--- src/rtl/alien_ctl.sv ---
// Alien formation controller: owns the alive map, the marching grid position and the score,
// and scans the formation one cell per clock against the player bullet.
module alien_ctl #(
  parameter int ROWS          = 4,
  parameter int COLS          = 8,
  parameter int ALIEN_WIDTH   = 32,
  parameter int ALIEN_HEIGHT  = 24,
  parameter int H_GAP         = 16,
  parameter int V_GAP         = 16,
  parameter int BULLET_WIDTH  = 32,
  parameter int BULLET_HEIGHT = 32,
  parameter int START_X       = 64,
  parameter int START_Y       = 64,
  parameter int STEP_X        = 4,
  parameter int STEP_Y        = 16,
  parameter int MOVE_DELAY    = 650000,
  parameter int HOR_PIXELS    = 640,
  parameter int VER_PIXELS    = 480,
  parameter int INVADE_Y      = VER_PIXELS - 64
) (
  input  logic                 clk,
  input  logic                 rst_n,
  input  logic                 restart,
  input  logic                 bullet_active,
  input  logic [11:0]          xpos_shoot,
  input  logic [11:0]          bullet_y,
  output logic                 bullet_hit,
  output logic [11:0]          grid_x,
  output logic [11:0]          grid_y,
  output logic [ROWS*COLS-1:0] alive,
  output logic [15:0]          score,
  output logic                 all_dead,
  output logic                 invaded,
  output logic [1:0]           fsm_state
);
  localparam int N      = ROWS * COLS;
  localparam int IDXW   = (N > 1) ? $clog2(N) : 1;
  localparam int ROWW   = (ROWS > 1) ? $clog2(ROWS) : 1;
  localparam int COLW   = (COLS > 1) ? $clog2(COLS) : 1;
  localparam int CELL_W = ALIEN_WIDTH + H_GAP;
  localparam int CELL_H = ALIEN_HEIGHT + V_GAP;
  localparam int SPAN_W = COLS * CELL_W - H_GAP;
  localparam int SPAN_H = ROWS * CELL_H - V_GAP;

  // Handshake: bullet_active is a level from the player side; bullet_hit is raised on the
  // first overlapping live cell and held until bullet_active is seen low, then drops.
  typedef enum logic [1:0] {IDLE = 2'd0, SCAN = 2'd1, HOLD = 2'd2} state_t;
  state_t state, state_n;

  logic [31:0] tick_cnt;
  logic        tick, march, dir_left, at_edge, reach_invade;
  logic [12:0] gx_w, gy_w;

  assign gx_w         = {1'b0, grid_x};
  assign gy_w         = {1'b0, grid_y};
  assign tick         = (tick_cnt == 32'(MOVE_DELAY));
  assign march        = tick && !invaded && !all_dead;
  assign at_edge      = dir_left ? (gx_w < 13'(STEP_X))
                                 : ((gx_w + 13'(SPAN_W) + 13'(STEP_X)) > 13'(HOR_PIXELS));
  assign reach_invade = (gy_w + 13'(SPAN_H)) >= 13'(INVADE_Y);
  assign all_dead     = (alive == '0);
  assign fsm_state    = state;

  always_ff @(posedge clk or negedge rst_n) begin
    if (!rst_n) begin
      tick_cnt <= '0;
      grid_x   <= 12'(START_X);
      grid_y   <= 12'(START_Y);
      dir_left <= 1'b0;
      invaded  <= 1'b0;
    end else if (restart) begin
      tick_cnt <= '0;
      grid_x   <= 12'(START_X);
      grid_y   <= 12'(START_Y);
      dir_left <= 1'b0;
      invaded  <= 1'b0;
    end else begin
      tick_cnt <= tick ? '0 : tick_cnt + 32'd1;
      if (reach_invade) invaded <= 1'b1;
      // A tick either drops the formation at an edge or steps it sideways, never both.
      if (march) begin
        if (at_edge) begin
          grid_y   <= grid_y + 12'(STEP_Y);
          dir_left <= !dir_left;
        end else if (dir_left) begin
          grid_x <= grid_x - 12'(STEP_X);
        end else begin
          grid_x <= grid_x + 12'(STEP_X);
        end
      end
    end
  end

  logic [11:0]     snap_bx, snap_by, snap_gx, snap_gy;
  logic [ROWW-1:0] scan_row;
  logic [COLW-1:0] scan_col;
  logic [IDXW-1:0] cur_idx;
  logic [12:0]     cell_x, cell_y, bx_w, by_w;
  logic            hit_cell, last_cell;
  logic [15:0]     points;
  logic [16:0]     score_sum;
  logic            snap_en, kill, release_hit;

  // Cell geometry uses the snapshot so a march tick mid-scan cannot tear the test.
  assign cur_idx   = IDXW'(scan_row) * IDXW'(COLS) + IDXW'(scan_col);
  assign cell_x    = {1'b0, snap_gx} + 13'(scan_col) * 13'(CELL_W);
  assign cell_y    = {1'b0, snap_gy} + 13'(scan_row) * 13'(CELL_H);
  assign bx_w      = {1'b0, snap_bx};
  assign by_w      = {1'b0, snap_by};
  assign hit_cell  = alive[cur_idx]
                  && (bx_w < cell_x + 13'(ALIEN_WIDTH))
                  && (bx_w + 13'(BULLET_WIDTH) > cell_x)
                  && (by_w < cell_y + 13'(ALIEN_HEIGHT))
                  && (by_w + 13'(BULLET_HEIGHT) > cell_y);
  assign last_cell = (cur_idx == IDXW'(N - 1));
  assign score_sum = {1'b0, score} + {1'b0, points};

  always_comb begin
    points = 16'd10;
    if (scan_row == '0) points = 16'd30;
    else if (scan_row == ROWW'(1)) points = 16'd20;
  end

  always_comb begin
    state_n     = state;
    snap_en     = 1'b0;
    kill        = 1'b0;
    release_hit = 1'b0;
    case (state)
      IDLE: begin
        if (bullet_active && !bullet_hit) begin
          snap_en = 1'b1;
          state_n = SCAN;
        end
      end
      SCAN: begin
        if (!bullet_active) begin
          state_n = IDLE;
        end else if (hit_cell) begin
          kill    = 1'b1;
          state_n = HOLD;
        end else if (last_cell) begin
          state_n = IDLE;
        end
      end
      HOLD: begin
        if (!bullet_active) begin
          release_hit = 1'b1;
          state_n     = IDLE;
        end
      end
      default: state_n = IDLE;
    endcase
  end

  always_ff @(posedge clk or negedge rst_n) begin
    if (!rst_n) begin
      state      <= IDLE;
      bullet_hit <= 1'b0;
      alive      <= '1;
      score      <= '0;
      snap_bx    <= '0;
      snap_by    <= '0;
      snap_gx    <= '0;
      snap_gy    <= '0;
      scan_row   <= '0;
      scan_col   <= '0;
    end else if (restart) begin
      state      <= IDLE;
      bullet_hit <= 1'b0;
      alive      <= '1;
      score      <= '0;
      snap_bx    <= '0;
      snap_by    <= '0;
      snap_gx    <= '0;
      snap_gy    <= '0;
      scan_row   <= '0;
      scan_col   <= '0;
    end else begin
      state <= state_n;
      if (snap_en) begin
        snap_bx  <= xpos_shoot;
        snap_by  <= bullet_y;
        snap_gx  <= grid_x;
        snap_gy  <= grid_y;
        scan_row <= '0;
        scan_col <= '0;
      end else if (state == SCAN) begin
        if (scan_col == COLW'(COLS - 1)) begin
          scan_col <= '0;
          scan_row <= (scan_row == ROWW'(ROWS - 1)) ? '0 : scan_row + ROWW'(1);
        end else begin
          scan_col <= scan_col + COLW'(1);
        end
      end
      if (kill) begin
        alive[cur_idx] <= 1'b0;
        bullet_hit     <= 1'b1;
        score          <= score_sum[16] ? 16'hFFFF : score_sum[15:0];
      end
      if (release_hit) bullet_hit <= 1'b0;
    end
  end
endmodule

--- config.mk ---
export PLATFORM = sky130hd
export DESIGN_NAME = alien_ctl
export DESIGN_NICKNAME = d
export VERILOG_FILES = /design/src/rtl/alien_ctl.sv
export SDC_FILE = /design/constraint.sdc
export NUM_CORES = 1
export LEC_CHECK = 0
export CAP_MARGIN = 10
export CORE_MARGIN = 8
export CORE_UTILIZATION = 61
export CTS_CLUSTER_SIZE = 24
export DETAILED_ROUTE_END_ITERATION = 7
export PLACE_DENSITY = 0.93
export SLEW_MARGIN = 25
export SYNTH_ARGS = -nofsm -noshare
export SYNTH_HDL_FRONTEND = slang
export SYNTH_SLANG_ARGS = --single-unit
--- constraint.sdc ---
create_clock -name clk -period 13.2 [get_ports clk]
set_input_delay 3.3 -clock clk [delete_from_list [all_inputs] [get_ports clk]]
set_output_delay 3.3 -clock clk [all_outputs]
set_load 0.005 [all_outputs]
# Yosys cells after proc, flatten, opt, wreduce, memory -nomap -nowiden
# Index checks and enable logic that the tools add are counted.
[totals]
register_bits = 162
elab_cells = 143
[op_classes]
add_sub_neg = 17
mul = 2
n_lt_le_gt_ge = 9
n_eq_ne = 11
n_mux = 60
n_bitwise = 2
n_reduce_logical = 27
[op_table]
columns = ["cell", "count"]
rows = [
  ["$mux 12", 15],
  ["$mux 32", 4],
  ["$mux 16", 3],
  ["$add 32x1->32 const B", 1],
  ["$and 32x32->32", 1],
  ["$eq 32x20->1 const B", 1],
  ["$logic_not 32->1", 1],
  ["$not 32->32", 1],
  ["$add 12x6->13 const B", 2],
  ["$gt 13x13->1", 2],
  ["$lt 12x13->1", 2],
  ["$mux 2", 11],
  ["$mux 1", 18],
  ["$add 16x16->17", 1],
  ["$add 12x8->13", 1],
  ["$add 12x8->13 const B", 1],
  ["$add 12x9->13", 1],
  ["$add 12x9->13 const B", 1],
  ["$add 13x3->13 const B", 1],
  ["$add 13x5->13 const B", 1],
  ["$add 13x6->13 const B", 1],
  ["$ge 13x9->1 const B", 1],
  ["$gt 13x10->1 const B", 1],
  ["$add 12x3->12 const B", 1],
  ["29 further kinds", 55],
]

# Logic depth before layout (Yosys ltp)
[depth]
word_depth = 14
mapped_depth = 20
depth_no_buf = 18

# Worst setup path before layout
# No wires, ideal clock.
[synth_timing]
kind = "input-to-reg"
startpoint = "in bullet_active"
endpoint = "reg score[14]"
setup_time_ns = 0.126
arrival_ns = 4.778
t_required_ns = 13.074
slack_ns = 8.296
path_stages = 6
path_cell_list = "nand2_1 > a21oi_1 > nor4b_1 > nand4b_1 > or2_0 > o311a_1"
[synth_between]
elab_chain_len = 3
[synth_rtl]
columns = ["item", "line", "source"]
rows = [
  ["start: declaration", "24", "input logic bullet_active,"],
  ["$mux 1", "137", "if (!bullet_active) begin"],
  ["$mux 1", "129", "case (state)"],
  ["$reduce_bool 2->1 (no source line)", "-", ""],
  ["end signal: assignment", "199", "score <= score_sum[16] ? 16'hFFFF : score_sum[15:0];"],
  ["end: declaration", "31", "output logic [15:0] score,"],
]
# No other way between the ends.
# A chain may end at the register's enable or synchronous reset.

# Worst setup path after layout
[layout_timing]
startpoint = "reg scan_col[1]"
endpoint = "reg score[6]"
[layout_between]
elab_chain_len = 12
elab_cells_between_ends = 16
cone_classes = "add/sub (3); mul (1); order compare (2); mux (5); reduce/logical (5)"
[layout_rtl]
columns = ["item", "line", "source"]
rows = [
  ["start: declaration", "96", "logic [COLW-1:0] scan_col;"],
  ["start signal: assignment", "193", "scan_col <= scan_col + COLW'(1);"],
  ["$mul 3x2->5", "106", "assign cell_x = {1'b0, snap_gx} + 13'(scan_col) * 13'(CELL_W);"],
  ["$add 12x9->13", "106", ""],
  ["$add 13x6->13", "111", "&& (bx_w < cell_x + 13'(ALIEN_WIDTH))"],
  ["$lt 12x13->1", "111", ""],
  ["$logic_and 1x1->1", "111", ""],
  ["$logic_and 1x1->1 (*)", "112", "&& (bx_w + 13'(BULLET_WIDTH) > cell_x)"],
  ["$logic_and 1x1->1 (*)", "113", "&& (by_w < cell_y + 13'(ALIEN_HEIGHT))"],
  ["$logic_and 1x1->1 (*)", "114", "&& (by_w + 13'(BULLET_HEIGHT) > cell_y);"],
  ["$mux 1 (*)", "139", "end else if (hit_cell) begin"],
  ["$mux 1 (*)", "137", ""],
  ["$mux 1 (*)", "129", ""],
  ["$reduce_bool 2->1 (no source line) (*)", "-", ""],
]
# Every way passes the cells marked *; elsewhere a longest branch is shown, timed or not. The select of a mux whose other input is x is not followed.

==> metrics <==
Post-synth EDFFs 0; internal cell power 0.000847 W; Yosys cell types 75; Total GRT Usage 0.266; Switching Fraction 0.257; cell taking the most area after synthesis dfrtp_1; remaining global-route overflow 0; crit path cell chain ha_1 > fa_1 > ha_1 > and3_1 > o211ai_1 > a21oi_1 > xnor2_1 > ha_1 > nand4_1 > nor2_1 > a21boi_0 > o41ai_1 > nor4b_1 > nand3_2 > a2111o_1 > o31ai_1; clock power share 0.464; Hold Crit Class reg2reg; startpoint types flip-flop; Yosys top cell area share 0.303; clk_lat worst skew 0.43 ns; port bufs 98; Hold Crit Depth 1; dominant synthesized flop cell dfrtp_1; Worst path slowest cell nand3_2; Starting Density 0.617; Worst VDD drop 0.0943 mV; sequential share of the synthesized area 0.396; crit path kind reg2reg; number of fillers in the final layout 1,109; final hold vios 0; CTS Buffer Depth 2; WL final 26.0 mm; worst r2r path cells 16; Final Skew 0.00736 ns; Root Driver clkbuf_16; count of inserted antenna diode cells 0; CP required 13.53 ns; Gate Count Post-Synth 1,056; vias 8,548; die footprint 20,100 um2; Std-Cell Rows 46; share of cells above drive strength 1 0.0865; Yosys warning total 0; TritonCTS clock tree built; CP dominant cell by count ha_1; Final ANT Viol Nets 0; FF-to-FF setup slack 6.74 ns; DRC 0; Combinational Power Share 0.111; Slew HR 0.326; post-DP HPWL 18.1 mm; initial antenna violation count 0; DR pass1 iterations 7; max-slew violation count 0; DP Cell Count 1,328; status completed; synth top area cells dfrtp_1 30%, ha_1 10%, dfstp_2 9.3%, nand2_1 4.7%, xnor2_1 3.9%; ys async rst share 1.00; Area Overhead vs Synth 17.8%; Data arrival, critical path 6.79 ns; worst r2r src scan_col[1]$_DFFE_PN0P_; FMAX 155 MHz; Placer Congestion 0.896; Leak Pwr 4.62 nW; crit-path max FO 53; fin util 0.727; Mapped Area 9660 um2; initial DRC count 765; core area 15,700 um2; H-tree Lvls 4; # clock sinks 151; area of the multi-input gates 5450 um2; final period utilization 0.489; IO Pins 105; FF-to-FF End score[6]$_DFFE_PN0P_; Reg power frac 0.425; post_cts resized 0; register area 3820 um2; die extent in y 142 um; worst hold path endpoint score[0]$_DFFE_PN0P_; DIE WIDTH 142 um; CTS clk-pin slew, worst paths 0.06 ns; RSZ-0062 raised after global routing no; postcts setup bufs 0; Final #Nets 1,241; HP Start score[0]$_DFFE_PN0P_; Mean Syn Cell Area 9.14 um2; maxcap violations 0; largest net degree at the start of global routing 84; #FFs+latches synth 151; PwrDens 100 nW/um2; Largest stage delay, worst path 0.93 ns; hold buffer count at cts 0; first-pass GRT wire length 43.1 mm; most common cell after layout, fill and taps aside nand2_1; Finished Layout Cells 1,360; crit end category flip-flop; routed wire length per instance 19.1 um; vias in the first global route 8,465; DR vias/cell 6.29; clock buffer count from CTS 17; Final Setup Violations 0; setup TNS 0 ns; Worst-Margin Slew 1.01 ns; NetSw 0.000294 W; most frequent cells in the layout 121 x nand2_1, 117 x dfrtp_1, 97 x clkdlybuf4s50_1; min cycle time layout 6.46 ns
[cell usage after synthesis (3+ instances only)]
cell      number
a211oi_1       9
a21boi_0       3
a21o_1         7
a21oi_1       45
a22o_1        35
a31oi_1        7
and2_1         3
and3_1        19
buf_4          8
clkbuf_1      40
dfrtp_1      117
dfstp_2       34
fa_1           4
ha_1          78
inv_1         49
mux4_2         7
nand2_1      122
nand2b_1      11
nand3_1       50
nand3b_1       3
nand4_1       16
nor2_1        95
nor2b_1       13
nor3_1        21
nor4_1        18
nor4b_1        4
o21a_1         5
o21ai_0       72
o21bai_1       5
o22ai_1        4
o311a_1        3
o31a_1         3
o31ai_1        4
or3_1         14
or4_1          5
xnor2_1       43
xor2_1        30
[cell type report]
| type | instances | share of cell area |
|---|---|---|
| multi-input combinational | 809 | 0.479 |
| clock inverter | 13 | 0.0169 |
| sequential | 151 | 0.336 |
| inverter | 49 | 0.0162 |
| clock buffer | 19 | 0.0389 |
| tap | 216 | 0.0238 |
| timing repair buffer | 103 | 0.0896 |
[critical path: cells and delay by family, from the launching register on]
kind                     cells  cell delay, ns
flip-flops                   1            0.75
AO/OA/AOI/OAI                6            1.58
AND/OR/NAND/NOR              5            2.29
XOR/XNOR                     1            0.33
adder cells (fa/ha/maj)      4            1.40
[worst max path at each step]
stage | startpoint | endpoint | slack, ns | cells past startpoint
final | scan_col[1]$_DFFE_PN0P_ | score[6]$_DFFE_PN0P_ | 6.74 | 16
after floorplan | bullet_active | score[14]$_DFFE_PN0P_ | 8.30 | 6
after CTS | scan_col[1]$_DFFE_PN0P_ | score[6]$_DFFE_PN0P_ | 6.87 | 16
after detailed placement | bullet_active | score[6]$_DFFE_PN0P_ | 6.58 | 7
after global routing | scan_col[1]$_DFFE_PN0P_ | score[6]$_DFFE_PN0P_ | 6.30 | 16
after global placement | bullet_active | score[6]$_DFFE_PN0P_ | 6.78 | 7
[state kept, by name, indices dropped and copies added, names as in the netlist, 2 cells and up]
| name | count |
|---|---|
| alive | 32 |
| tick_cnt | 32 |
| score | 16 |
| snap_bx | 12 |
| snap_by | 12 |
| snap_gx | 11 |
| grid_x | 10 |
| grid_y | 8 |
| snap_gy | 8 |
| scan_col | 3 |
| fsm_state | 2 |
| scan_row | 2 |
[through the flow]
step / setup slack (ns) / area [um2] / power (W) / hold slack, ns
floorplan: 8.30 / 9680 / 0.000569 / 0.476
global route: 6.30 / 11400 / 0.00118 / 0.511
detailed placement: 6.58 / 10700 / 0.000615 / 0.479
CTS: 6.87 / 11400 / 0.00114 / 0.494
finish: 6.74 / 11400 / 0.00114 / 0.492
global placement: 6.78 / 10700 / 0.000610 / 0.482
[kinds of logic after synthesis]
logic type,share of synthesized area
AND/OR/NAND/NOR,0.206
AO/OA/AOI/OAI,0.159
flip-flops,0.396
buffers and inverters,0.0433
adder cells (fa/ha/maj),0.109
XOR/XNOR,0.0662
multiplexers,0.0207
other,0.000388
[power groups by stage]
stage | clock, W | sequential (W) | combinational [W]
finish | 0.000530 | 0.000485 | 0.000126
global route | 0.000555 | 0.000487 | 0.000141
CTS | 0.000533 | 0.000485 | 0.000125
detailed placement | 0 | 0.000493 | 0.000122
global placement | 0 | 0.000493 | 0.000118
floorplan | 0 | 0.000488 | 0.0000814
[routing by layer]
metal	wire length [um]	GRT usage	vias to the layer above
met5	0	0	-
met2	12600	0.436	415
li1	-	-	3904
met4	913	0.111	0
met1	10300	0.321	4142
met3	2170	0.0769	87
Note: power is estimated with default switching activity, not from simulation.
